$ cat src/rtl/cpu_pkg.sv
// Shared types and constants for the multi-cycle control unit: state encoding,
// opcode map and instruction field positions.
package cpu_pkg;

  typedef enum logic [2:0] {
    FETCH     = 3'd0,
    DECODE    = 3'd1,
    EXECUTE   = 3'd2,
    WRITEBACK = 3'd3,
    HALT      = 3'd4
  } state_e;

  localparam logic [3:0] OP_ADD   = 4'h0;
  localparam logic [3:0] OP_SUB   = 4'h1;
  localparam logic [3:0] OP_AND   = 4'h2;
  localparam logic [3:0] OP_OR    = 4'h3;
  localparam logic [3:0] OP_XOR   = 4'h4;
  localparam logic [3:0] OP_SHIFT = 4'h5;
  localparam logic [3:0] OP_LDI   = 4'h6;
  localparam logic [3:0] OP_JMP   = 4'h7;
  localparam logic [3:0] OP_BZ    = 4'h8;
  localparam logic [3:0] OP_HALT  = 4'hF;

  localparam int OPC_LSB = 12;
  localparam int RD_LSB  = 9;
  localparam int RS_LSB  = 6;
  localparam int RT_LSB  = 3;
  localparam int IMM9_W  = 9;
  localparam int IMM12_W = 12;

endpackage

$ cat src/rtl/cpu_control_fsm_if.sv
// Fetch port, register-file controls and ALU mux hookup between the control
// unit (master) and its datapath/memory environment (slave).
interface cpu_control_fsm_if #(parameter int PC_W = 12);
  logic            imem_req;
  logic [PC_W-1:0] imem_addr;
  logic            imem_ack;
  logic [15:0]     instr;
  logic [2:0]      rf_raddr_a;
  logic [2:0]      rf_raddr_b;
  logic [2:0]      alu_sel;
  logic [15:0]     alu_result;
  logic            rf_we;
  logic [2:0]      rf_waddr;
  logic            rf_wsel;
  logic [15:0]     imm_out;
  logic            zero_flag;
  logic            halted;
  logic            run;

  modport master (
    output imem_req, imem_addr, rf_raddr_a, rf_raddr_b, alu_sel, rf_we,
           rf_waddr, rf_wsel, imm_out, zero_flag, halted,
    input  imem_ack, instr, alu_result, run
  );

  modport slave (
    input  imem_req, imem_addr, rf_raddr_a, rf_raddr_b, alu_sel, rf_we,
           rf_waddr, rf_wsel, imm_out, zero_flag, halted,
    output imem_ack, instr, alu_result, run
  );
endinterface

$ cat src/rtl/instr_decoder.sv
// Purely combinational IR decode: register addresses, mux select, immediates
// and instruction class flags.
module instr_decoder
  import cpu_pkg::*;
(
  input  logic [15:0]        i_ir,
  output logic [2:0]         o_alu_sel,
  output logic [2:0]         o_raddr_a,
  output logic [2:0]         o_raddr_b,
  output logic [2:0]         o_waddr,
  output logic [15:0]        o_imm,
  output logic [IMM12_W-1:0] o_imm12,
  output logic               o_is_alu,
  output logic               o_is_ldi,
  output logic               o_is_jmp,
  output logic               o_is_bz,
  output logic               o_is_halt
);
  logic [3:0] w_op;

  always_comb begin
    w_op      = i_ir[OPC_LSB +: 4];
    o_is_alu  = (w_op <= OP_SHIFT);
    o_is_ldi  = (w_op == OP_LDI);
    o_is_jmp  = (w_op == OP_JMP);
    o_is_bz   = (w_op == OP_BZ);
    o_is_halt = (w_op == OP_HALT);
    // Non-ALU opcodes park the mux on input 0 so the select never wanders.
    o_alu_sel = o_is_alu ? w_op[2:0] : 3'd0;
    o_raddr_a = i_ir[RS_LSB +: 3];
    o_raddr_b = i_ir[RT_LSB +: 3];
    o_waddr   = i_ir[RD_LSB +: 3];
    o_imm     = {{(16-IMM9_W){1'b0}}, i_ir[IMM9_W-1:0]};
    o_imm12   = i_ir[IMM12_W-1:0];
  end
endmodule

$ cat src/rtl/cpu_control_fsm.sv
// Multi-cycle FETCH/DECODE/EXECUTE/WRITEBACK sequencer with HALT; owns pc, IR
// and the zero flag. All outputs come from state and IR only.
module cpu_control_fsm
  import cpu_pkg::*;
#(
  parameter int          PC_W     = 12,
  parameter int unsigned RESET_PC = 0
) (
  input  logic               clk,
  input  logic               rst_n,
  cpu_control_fsm_if.master  bus
);
  state_e              r_state, w_next;
  logic [PC_W-1:0]     r_pc;
  logic [15:0]         r_ir;
  logic                r_zf;

  logic [2:0]          w_alu_sel, w_raddr_a, w_raddr_b, w_waddr;
  logic [15:0]         w_imm;
  logic [IMM12_W-1:0]  w_imm12;
  logic                w_is_alu, w_is_ldi, w_is_jmp, w_is_bz, w_is_halt;

  instr_decoder u_dec (
    .i_ir      (r_ir),
    .o_alu_sel (w_alu_sel),
    .o_raddr_a (w_raddr_a),
    .o_raddr_b (w_raddr_b),
    .o_waddr   (w_waddr),
    .o_imm     (w_imm),
    .o_imm12   (w_imm12),
    .o_is_alu  (w_is_alu),
    .o_is_ldi  (w_is_ldi),
    .o_is_jmp  (w_is_jmp),
    .o_is_bz   (w_is_bz),
    .o_is_halt (w_is_halt)
  );

  always_ff @(posedge clk or negedge rst_n) begin
    if (!rst_n) r_state <= FETCH;
    else        r_state <= w_next;
  end

  always_comb begin
    w_next = r_state;
    case (r_state)
      FETCH:     if (bus.imem_ack) w_next = DECODE;
      DECODE:    w_next = EXECUTE;
      EXECUTE:   w_next = WRITEBACK;
      WRITEBACK: w_next = w_is_halt ? HALT : FETCH;
      HALT:      if (bus.run) w_next = FETCH;
      default:   w_next = FETCH;
    endcase
  end

  // pc moves exactly once per instruction (in WRITEBACK) or once on resume.
  always_ff @(posedge clk or negedge rst_n) begin
    if (!rst_n) begin
      r_pc <= PC_W'(RESET_PC);
      r_ir <= '0;
      r_zf <= 1'b0;
    end else begin
      if (r_state == FETCH && bus.imem_ack) r_ir <= bus.instr;
      if (r_state == WRITEBACK) begin
        if (w_is_alu) r_zf <= (bus.alu_result == 16'h0);
        if (w_is_jmp || (w_is_bz && r_zf)) r_pc <= w_imm12[PC_W-1:0];
        else if (!w_is_halt)               r_pc <= r_pc + PC_W'(1);
      end
      if (r_state == HALT && bus.run) r_pc <= r_pc + PC_W'(1);
    end
  end

  always_comb begin
    bus.imem_req   = (r_state == FETCH);
    bus.imem_addr  = r_pc;
    bus.rf_raddr_a = w_raddr_a;
    bus.rf_raddr_b = w_raddr_b;
    bus.alu_sel    = w_alu_sel;
    bus.imm_out    = w_imm;
    bus.rf_waddr   = w_waddr;
    bus.rf_wsel    = w_is_ldi;
    bus.rf_we      = (r_state == WRITEBACK) && (w_is_alu || w_is_ldi);
    bus.zero_flag  = r_zf;
    bus.halted     = (r_state == HALT);
  end
endmodule

$ cat src/flat_wrapper.sv
// flat-port wrapper written by rule: the top's interface ports become plain ports
module cpu_control_fsm_flat import cpu_pkg::*;
#(
  parameter int          PC_W     = 12,
  parameter int unsigned RESET_PC = 0
)
  (clk, rst_n, bus_imem_req, bus_imem_addr, bus_rf_raddr_a, bus_rf_raddr_b, bus_alu_sel, bus_rf_we, bus_rf_waddr, bus_rf_wsel, bus_imm_out, bus_zero_flag, bus_halted, bus_imem_ack, bus_instr, bus_alu_result, bus_run);
  cpu_control_fsm_if #(.PC_W(PC_W)) bus_i ();
  input  logic clk;
  input  logic rst_n;
  output wire logic [$bits(bus_i.imem_req)-1:0] bus_imem_req;
  output wire logic [$bits(bus_i.imem_addr)-1:0] bus_imem_addr;
  output wire logic [$bits(bus_i.rf_raddr_a)-1:0] bus_rf_raddr_a;
  output wire logic [$bits(bus_i.rf_raddr_b)-1:0] bus_rf_raddr_b;
  output wire logic [$bits(bus_i.alu_sel)-1:0] bus_alu_sel;
  output wire logic [$bits(bus_i.rf_we)-1:0] bus_rf_we;
  output wire logic [$bits(bus_i.rf_waddr)-1:0] bus_rf_waddr;
  output wire logic [$bits(bus_i.rf_wsel)-1:0] bus_rf_wsel;
  output wire logic [$bits(bus_i.imm_out)-1:0] bus_imm_out;
  output wire logic [$bits(bus_i.zero_flag)-1:0] bus_zero_flag;
  output wire logic [$bits(bus_i.halted)-1:0] bus_halted;
  input wire logic [$bits(bus_i.imem_ack)-1:0] bus_imem_ack;
  input wire logic [$bits(bus_i.instr)-1:0] bus_instr;
  input wire logic [$bits(bus_i.alu_result)-1:0] bus_alu_result;
  input wire logic [$bits(bus_i.run)-1:0] bus_run;
  assign bus_imem_req = bus_i.imem_req;
  assign bus_imem_addr = bus_i.imem_addr;
  assign bus_rf_raddr_a = bus_i.rf_raddr_a;
  assign bus_rf_raddr_b = bus_i.rf_raddr_b;
  assign bus_alu_sel = bus_i.alu_sel;
  assign bus_rf_we = bus_i.rf_we;
  assign bus_rf_waddr = bus_i.rf_waddr;
  assign bus_rf_wsel = bus_i.rf_wsel;
  assign bus_imm_out = bus_i.imm_out;
  assign bus_zero_flag = bus_i.zero_flag;
  assign bus_halted = bus_i.halted;
  assign bus_i.imem_ack = bus_imem_ack;
  assign bus_i.instr = bus_instr;
  assign bus_i.alu_result = bus_alu_result;
  assign bus_i.run = bus_run;
  cpu_control_fsm #(.PC_W(PC_W), .RESET_PC(RESET_PC)) u_core (.clk(clk), .rst_n(rst_n), .bus(bus_i));
endmodule
$ cat config.mk
export PLATFORM = sky130hd
export DESIGN_NAME = cpu_control_fsm_flat
export DESIGN_NICKNAME = d
export VERILOG_FILES = /design/src/rtl/cpu_pkg.sv /design/src/rtl/cpu_control_fsm_if.sv /design/src/rtl/instr_decoder.sv /design/src/rtl/cpu_control_fsm.sv /design/src/flat_wrapper.sv
export SDC_FILE = /design/constraint.sdc
export NUM_CORES = 1
export LEC_CHECK = 0
export BUFFER_PORTS_ARGS = -buffer_cell sky130_fd_sc_hd__clkbuf_2
export CORE_ASPECT_RATIO = 0.9
export CORE_UTILIZATION = 25
export CTS_CLUSTER_SIZE = 30
export DETAILED_ROUTE_END_ITERATION = 10
export PLACE_DENSITY = 0.5
export SLEW_MARGIN = 20
export SYNTH_ARGS = -nofsm -noshare
export SYNTH_HDL_FRONTEND = slang
export SYNTH_SLANG_ARGS = --single-unit
$ cat constraint.sdc
create_clock -name clk -period 3.59 [get_ports clk]
set_input_delay 0.1795 -clock clk [delete_from_list [all_inputs] [get_ports clk]]
set_output_delay 0.1795 -clock clk [all_outputs]
set_load 0.05 [all_outputs]
## Word level (Yosys, flattened, before mapping)

Index checks and enable logic that the tools add are counted.
W data, S select, Z words.

- Bits in registers: 32
- Input bits: 36

- Add/subtract/negate cells: 1
- Magnitude comparators: 1
- Equality and inequality tests: 11
- Multiplexer cells: 9
- Reduce and logical (&&, ||, !) cells: 12

Operator list:

| operator | count |
|---|---|
| $mux W12 | 4 |
| $logic_not A16 Y1 | 1 |
| $pmux W3 S5 | 1 |
| $add A12 B1 Y12 const B | 1 |
| $mux W3 | 4 |
| $eq A4 B3 Y1 const B | 2 |
| $eq A4 B4 Y1 const B | 2 |
| $eq A3 B2 Y1 const B | 2 |
| $reduce_and A2 Y1 | 3 |
| $le A4 B3 Y1 const B | 1 |
| $logic_and A1 B1 Y1 | 4 |
| $ne A2 B1 Y1 const B | 2 |
| $eq A3 B1 Y1 const B | 1 |
| $eq A3 B3 Y1 const B | 1 |
| $logic_not A3 Y1 | 1 |
| $ne A3 B3 Y1 const B | 1 |
| $logic_or A1 B1 Y1 | 2 |
| $reduce_bool A2 Y1 | 1 |

## Longest topological paths before layout

Gate-level depths: netlist of run 1.

- Depth after elaboration: 6
- Depth in mapped cells: 8
- Mapped depth without buffers: 6

## Cells and area by module

A second synthesis of run 1 with hierarchy kept.

- Cell total of the unflattened synthesis: 196
- Area, all modules: 1969.4 µm²

Modules (own cells, without submodules):

| module | instances | cells an instance | area each (µm²) | sequential area each (µm²) |
|---|---|---|---|---|
| cpu_control_fsm | 1 | 147 | 1610.3 | 800.8 |
| instr_decoder | 1 | 49 | 359.1 | 0.0 |

## Worst setup path after synthesis of run 1

OpenSTA, ideal clock, no wires.

- Path kind: register to register
- From: register u_core.r_state[1]
- To: register u_core.r_ir[10]
- Library setup time: 0.125 ns
- Arrival: 2.523 ns
- Required time: 3.465 ns
- Setup slack: 0.942 ns
- Stages on the path, launching flop included: 6
- Buffers on the path: 2
- Period minus slack after synthesis: 2.648 ns
- Cells stage by stage: dfrtp_1 -> nor3_1 -> and2_1 -> buf_2 -> buf_2 -> mux2_2

- Word-level cells in the longest chain between the ends: 2

RTL lines:

| what | line | RTL |
|---|---|---|
| start, declared | cpu_control_fsm.sv:13 | `state_e r_state, w_next;` |
| start signal, assigned | cpu_control_fsm.sv:40 | `else r_state <= w_next;` |
| $logic_not A3 Y1 | - |  |
| named net bus_imem_req | flat_wrapper.sv:11 | `output wire logic [$bits(bus_i.imem_req)-1:0] bus_imem_req;` |
| $logic_and A1 B1 Y1 | cpu_control_fsm.sv:62 | `if (r_state == FETCH && bus.imem_ack) r_ir <= bus.instr;` |
| end signal, assigned | cpu_control_fsm.sv:62 |  |
| end, declared | cpu_control_fsm.sv:15 | `logic [15:0] r_ir;` |

The timed path passes the listed nets, and every way through them passes these cells.
A chain may end at the register's enable or synchronous reset.

## Worst setup path after layout of run 1

- From: register u_core.r_ir[15]
- To: register u_core.r_pc[3] (netlist: u_core.bus.imem_addr[3])

- Word-level cells in the longest chain between the ends: 6
- Elaborated cells between the ends (all ways): 10
- Those cells by class: eq/ne: 4; mux: 3; reduce/logical: 3

RTL lines:

| what | line | RTL |
|---|---|---|
| $eq A4 B4 Y1 | instr_decoder.sv:26 | `o_is_bz = (w_op == OP_BZ);` |
| $logic_and A1 B1 Y1 | cpu_control_fsm.sv:65 | `if (w_is_jmp \|\| (w_is_bz && r_zf)) r_pc <= w_imm12[PC_W-1:0];` |
| $logic_or A1 B1 Y1 | cpu_control_fsm.sv:65 |  |
| $mux W12 | cpu_control_fsm.sv:65 |  |
| $mux W12 | cpu_control_fsm.sv:63 | `if (r_state == WRITEBACK) begin` |
| $mux W12 | cpu_control_fsm.sv:68 | `if (r_state == HALT && bus.run) r_pc <= r_pc + PC_W'(1);` |
| end signal, assigned | cpu_control_fsm.sv:65 |  |
| end signal, assigned | cpu_control_fsm.sv:66 | `else if (!w_is_halt) r_pc <= r_pc + PC_W'(1);` |
| end signal, assigned | cpu_control_fsm.sv:68 |  |
| end, declared | cpu_control_fsm.sv:14 | `logic [PC_W-1:0] r_pc;` |

Parallel ways exist; a longest one is shown, timed or not. The select of a mux whose other input is x is not followed.

==> qor.log, run 1 <==
INFO  run_status     failed_checks=hold timing
INFO  die            die_area=0.007940mm²
INFO  sta            finalCriticalPeriod=2.167ns
INFO  job            cap_violations=0
INFO  sta            slew-limit-headroom=37.76%
INFO  die            core_area=0.007184mm²
INFO  worst_setup_path worst_r2r_startpoint=u_core.r_ir[15]$_DFFE_PN0P_
INFO  sta            final-setup-viol-count=0
INFO  sta            worst_clock_skew=0.004069ns
INFO  route          drt_iter0_markers=67
INFO  worst_setup_path r2r_slack=1.42ns
INFO  worst_setup_path critPathRequiredTime=3.76ns
INFO  route          antenna_left=0
INFO  place          place.gp.congestion=0.7400
INFO  worst_setup_path timing.rr.end=u_core.bus.imem_addr[3]$_DFFE_PN0P_
INFO  logic_synthesis syn_inst=186
INFO  global_routing grt_use_met1=16.77%
INFO  place          place_hpwl=3247µm
INFO  cts            cts.sink_count=32
INFO  layout         layout-area-overhead-vs-synth=18.34%
INFO  layout         drive_gt1_share=42.26%
INFO  sta            slew_viol_final=0
INFO  cts            cts_tree=yes
INFO  sta            timing_worst_slew_pin_value=0.9335ns
INFO  global_routing grtUsageMet2=17.98%
INFO  die            fp.dieH=84.64µm
INFO  place          port_buffers=73
INFO  worst_setup_path crit_path_start_kind=flip-flop
INFO  cts            clock_latency=0.28ns
INFO  worst_setup_path end_kind=flip-flop
INFO  logic_synthesis post_synth_num_cell_types=45
INFO  layout         utilization=31.24%
INFO  cts            clock_tree.root_cell=clkbuf_8
INFO  route          dr.pass1.iters=4
INFO  die            die_width=93.82µm
INFO  cts            clk_path_buf_depth=2
INFO  cts            worst_setup_hold_path_clk_slew=0.07ns
INFO  sta            hold_ws=-0.01577ns
INFO  global_routing gr-max-usage-layer=met2
INFO  cts            postCtsSetupRepairBufs=0
INFO  worst_setup_path cp.arrival=2.33ns
INFO  route          vias=1532
INFO  layout         n_antenna_cell=0
INFO  route          vias_per_cell=4.614
INFO  logic_synthesis synth-async-reset-ratio=100.0%
INFO  die            core.rowCount=29
INFO  die            num_ports=81
INFO  global_routing grt_start_max_net_pins=33
INFO  worst_setup_path path_class=reg -> reg
INFO  cts            postCtsResizedCells=0
INFO  logic_synthesis yosysSeqAreaShare=42.22%
INFO  sta            post_route_setup_tns=0ns
INFO  sta            report.final.hold_viol_count=12
INFO  layout         nNetsFinal=275
INFO  logic_synthesis ys_warn_count=0
INFO  global_routing initial_antenna_violation_count=0
INFO  global_routing global_route.overflow_total=0
INFO  run_status     status=complete, but fails checks
INFO  cts            cts_inserted_buffers=5
INFO  logic_synthesis avgSynthCellArea=10.20µm²
INFO  cts            h_tree_lvls=2
INFO  logic_synthesis synth.cell_area=0.001897mm²
INFO  worst_hold_path hp-class=in -> async
INFO  layout         layout_commonest_cell=clkbuf_2
INFO  sta            timing.fmax=0.4615GHz
INFO  logic_synthesis synth.ff_latch_count=32
INFO  sta            final.period_utilization=60.35%
INFO  worst_setup_path crit_path_max_fanout=17
INFO  global_routing grt_first_pass_wirelength=7452µm
INFO  global_routing gr_layer_usage_met3=3.442%
INFO  logic_synthesis synth-edff-count=0
INFO  sta            grt_setup_unrepaired=false
INFO  global_routing grt_use_total=11.95%
INFO  global_routing first_global_vias=1510
INFO  route          route.detailed.wl_per_inst=13.04µm
INFO  die            initial_core_util=26.40%
INFO  route          postRouteWirelength=4329µm
INFO  route          route.detailed.drc=0
INFO  layout         mostFrequentLayoutCells=clkbuf_2, dfrtp_1, mux2_2
INFO  worst_setup_path r2r.worst_path.cells=5
INFO  cts            cts_hold_buf=0
INFO  logic_synthesis postSynth.topFlopCell=dfrtp_1
INFO  layout         final.fill_count=781
[registers in the layout, indices dropped and copies added (netlist names)]
signal and cells:
u_core.bus.imem_addr 12, u_core.r_ir 16, u_core.r_state 3, u_core.bus.zero_flag 1
[per-layer routing]
| metal | share of wire [%] | up-vias | routed length (µm) |
|---|---|---|---|
| met3 | 7.8 | 5 | 337 |
| met2 | 44 | 69 | 1907 |
| met1 | 47 | 709 | 2052 |
| met4 | 0.72 | 0 | 31 |
| li1 | - | 749 | - |
| met5 | 0 | - | 0 |
[Yosys cell counts, types with 3 or more instances]
cell,n,share of area (%)
nor2_1,11,2.2
o211ai_1,3,1.2
a311oi_1,3,1.4
nand3_1,12,3.2
nand4_1,5,1.6
mux2_2,16,9.5
nand2_1,9,1.8
nor4_1,4,1.3
buf_6,3,1.8
mux2i_1,4,2.1
buf_4,26,10
o21ai_0,4,1.1
inv_1,3,0.59
nor3b_1,3,1.2
nor3_1,3,0.79
dfrtp_1,32,42
buf_2,4,1.1
a21oi_1,6,1.6
[worst max-delay path, cell delays in order (launching register included)]
cell     delay (ns)
dfrtp_1        0.49
and4b_1        0.24
a21oi_2        0.21
or2_1          0.57
mux2_4         0.35
o22a_1         0.19
[metrics by stage]
step / instances / worst slack [ns] / area, µm² / hold WS, ns
after floorplan: 192 / 0.9424 / 1919 / -0.1161
after global placement: 324 / 1.503 / 2152 / 0.3357
after detailed placement: 324 / 1.442 / 2152 / 0.3291
after CTS: 332 / 1.437 / 2245 / 0.02282
after global routing: 332 / 1.299 / 2245 / 0.05584
final: 332 / 1.423 / 2245 / -0.01577
[worst max-delay path by stage]
| stage | from | to | cells after the start |
|---|---|---|---|
| 2_1_floorplan | u_core.r_state[1]$_DFFE_PN0P_ | u_core.r_ir[10]$_DFFE_PN0P_ | 5 |
| 3_5_place_dp | u_core.r_ir[15]$_DFFE_PN0P_ | u_core.bus.imem_addr[3]$_DFFE_PN0P_ | 5 |
| 4_1_cts | u_core.r_ir[15]$_DFFE_PN0P_ | u_core.bus.imem_addr[3]$_DFFE_PN0P_ | 5 |
| 3_3_place_gp | u_core.r_ir[15]$_DFFE_PN0P_ | u_core.bus.imem_addr[3]$_DFFE_PN0P_ | 5 |
| 6_report | u_core.r_ir[15]$_DFFE_PN0P_ | u_core.bus.imem_addr[3]$_DFFE_PN0P_ | 5 |
| 5_1_grt | u_core.r_ir[15]$_DFFE_PN0P_ | u_core.bus.imem_addr[3]$_DFFE_PN0P_ | 5 |
[final cells by class]
cell class | count | area [µm²] | share of cell area, %
Inverter | 3 | 11.26 | 0.5017
Sequential cell | 32 | 800.8 | 35.67
Tap cell | 93 | 116.4 | 5.184
Clock inverter | 2 | 10.01 | 0.4459
Timing Repair Buffer | 74 | 372.9 | 16.61
Multi-Input combinational cell | 122 | 850.8 | 37.90
Clock buffer | 6 | 82.58 | 3.679
[cell families (layout without fill, tap and decap cells)]
family / after synthesis / after routing / synth area share (%)
AOI/OAI and AO/OA: 31 / 31 / 11.35
DFF: 32 / 32 / 42.22
buffers and inverters: 38 / 85 / 14.12
xor gates and xnor gates: 1 / 1 / 0.4618
muxes: 21 / 21 / 12.40
and+or+nand+nor: 61 / 61 / 18.60
other: 1 / 7 / 0.1977
adders and majority gates: 1 / 1 / 0.6595
Power of run 1 is not shown: default switching activity piles up to over one toggle a cycle in this logic, so the estimate is an artifact.
==> run 2: changes to the inputs <==
--- a/config.mk
+++ b/config.mk
@@ -10,7 +10,7 @@
 export CORE_UTILIZATION = 25
 export CTS_CLUSTER_SIZE = 30
 export DETAILED_ROUTE_END_ITERATION = 10
-export PLACE_DENSITY = 0.5
+export PLACE_DENSITY = 0.52
 export SLEW_MARGIN = 20
 export SYNTH_ARGS = -nofsm -noshare
 export SYNTH_HDL_FRONTEND = slang
==> constraint.sdc (replaced) <==
create_clock -name clk -period 1.7 [get_ports clk]
set_input_delay 0.085 -clock clk [delete_from_list [all_inputs] [get_ports clk]]
set_output_delay 0.085 -clock clk [all_outputs]
set_load 0.05 [all_outputs]
==> run 2 against run 1 <==
The flow now finishes without violations. Utilization grew 6.2 points. Critical path depth grew 1. Die area did not move. Cell count up 9.0%. Count of clock-buffer cells in the layout up 2. Routed wire length is 13% higher. Clock skew barely moved. Hold slack gained 0.038 ns. Via count is 9.1% higher. Non-clock buffer count grew 30. Maximum frequency increased by 30%. Global-route usage rose by 1.1 points.
==> qor.log, run 2 (synthesis results as in run 1) <==
INFO  run_status     status=finished clean
INFO  worst_setup_path cp.arrival=1.84ns
INFO  global_routing first_global_vias=1632
INFO  layout         stdcell_area=0.002689mm²
INFO  cts            worst_setup_hold_path_clk_slew=0.07ns
INFO  sta            final-setup-viol-count=0
INFO  worst_setup_path crit_path_start_kind=flip-flop
INFO  place          port_buffers=73
INFO  route          postRouteWirelength=4885µm
INFO  worst_setup_path r2r_slack=0.04ns
INFO  place          placement.cell_area=0.002440mm²
INFO  global_routing grt_use_total=13.02%
INFO  global_routing grt_start_max_net_pins=29
INFO  cts            cts_tree=yes
INFO  die            num_ports=81
INFO  sta            slew_viol_final=0
INFO  die            fp.dieH=84.64µm
INFO  route          antenna_left=0
INFO  pwr            largest_vdd_supply_drop=0.0008815V
INFO  route          route.detailed.wl_per_inst=13.49µm
INFO  job            cap_violations=0
INFO  die            die_area=0.007940mm²
INFO  layout         nNetsFinal=305
INFO  layout         n_antenna_cell=0
INFO  die            core.rowCount=29
INFO  die            core_area=0.007184mm²
INFO  layout         layout-area-overhead-vs-synth=41.75%
INFO  sta            finalCriticalPeriod=1.661ns
INFO  layout         layout_commonest_cell=clkbuf_2
INFO  place          place_hpwl=3687µm
INFO  sta            timing_worst_slew_pin_value=0.7362ns
INFO  sta            timing.fmax=0.6022GHz
INFO  route          vias_per_cell=4.619
INFO  worst_setup_path path_class=reg -> reg
INFO  sta            worst_clock_skew=0.003749ns
INFO  layout         largest_register=u_core.r_ir
INFO  layout         utilization=37.43%
INFO  layout         drive_gt1_share=57.99%
INFO  cts            h_tree_lvls=2
INFO  cts            clk_path_buf_depth=2
INFO  cts            cts_inserted_buffers=5
INFO  global_routing initial_antenna_violation_count=0
INFO  cts            clock_tree.root_cell=clkbuf_8
INFO  worst_setup_path crit_path_max_fanout=7
INFO  pwr            powerDensity=2264mW/mm²
INFO  sta            slew-limit-headroom=50.92%
INFO  layout         largest_register_ff_count=16
INFO  layout         mostFrequentLayoutCells=clkbuf_2, dfrtp_1, buf_4
INFO  die            die_width=93.82µm
INFO  worst_setup_path end_kind=flip-flop
INFO  global_routing grt_first_pass_wirelength=7962µm
INFO  place          place.gp.congestion=0.7852
INFO  route          vias=1672
INFO  pwr            report.power.total=6.088mW
INFO  worst_setup_path critPathRequiredTime=1.88ns
INFO  sta            report.final.hold_viol_count=0
INFO  cts            clock_latency=0.29ns
INFO  global_routing global_route.overflow_total=0
INFO  cts            cts.sink_count=32
INFO  route          route.detailed.drc=0
INFO  die            initial_core_util=26.40%
INFO  route          drt_iter0_markers=37
INFO  worst_hold_path hp-class=in -> reg
INFO  sta            final.period_utilization=97.68%
INFO  pwr            static_leakage=1.275nW
INFO  sta            grt_setup_unrepaired=true
INFO  route          dr.pass1.iters=4
run 2: final timing paths:
check                                             from                                    to  cells past startpoint
max                        u_core.r_ir[12]$_DFFE_PN0P_  u_core.bus.imem_addr[11]$_DFFE_PN0P_                      6
min                                       bus_instr[4]            u_core.r_ir[4]$_DFFE_PN0P_                      2
max reg2reg                u_core.r_ir[12]$_DFFE_PN0P_  u_core.bus.imem_addr[11]$_DFFE_PN0P_                      6
min reg2reg                 u_core.r_ir[2]$_DFFE_PN0P_            u_core.r_ir[2]$_DFFE_PN0P_                      1
max in group asynchronous                        rst_n         u_core.r_state[1]$_DFFE_PN0P_                      3
min in group asynchronous                        rst_n           u_core.r_ir[13]$_DFFE_PN0P_                      2
run 2: area by class of cell:
class	instances	area [µm²]
clock buffer	8	90.09
fill	746	4496
inverter	3	11.26
multi-input combinational	122	1037
sequential	32	807.0
tap	93	116.4
timing repair buffer	104	626.9
run 2: power breakdown:
part	switching, mW	internal (mW)
sequential	0.445	1.14
combinational	2.52	1.36
clock	0.293	0.330
total	3.26	2.83
run 2: what timing repair did:
action,CTS,global route
gates resized for setup,2,28
setup buffers,2,2
setup endpoints to repair,2,10
hold endpoints to repair,27,0
hold buffers,1,0
pin swaps,0,9
run 2: critical path, cell delays in order, from the launching register on:
cell and delay (ns):
dfrtp_2 0.44, nor4b_4 0.29, a21oi_2 0.09, or2_4 0.25
buf_6 0.14, mux2i_1 0.13, o2bb2a_2 0.22
run 2: metrics by stage:
stage          hold WS, ns  setup TNS [ns]  instances  setup WS (ns)
3_5_place_dp        0.1839       -0.002679        349      -0.002679
6_report           0.02247               0        362        0.03939
4_1_cts            0.01572               0        360        0.01989
5_1_grt            0.01080         -0.1245        362       -0.04114
3_3_place_gp        0.2004               0        349        0.02367
2_1_floorplan      -0.2106          -1.977        192        -0.2043
run 2: per-layer routing:
layer | share of wire [%] | wire (µm) | track usage, %
met5 | 0 | 0 | 0
met4 | 1.4 | 67 | 4.895
met3 | 5.7 | 278 | 3.895
met2 | 45 | 2198 | 19.18
met1 | 48 | 2340 | 17.85
Power figures use the tool's default switching activity.
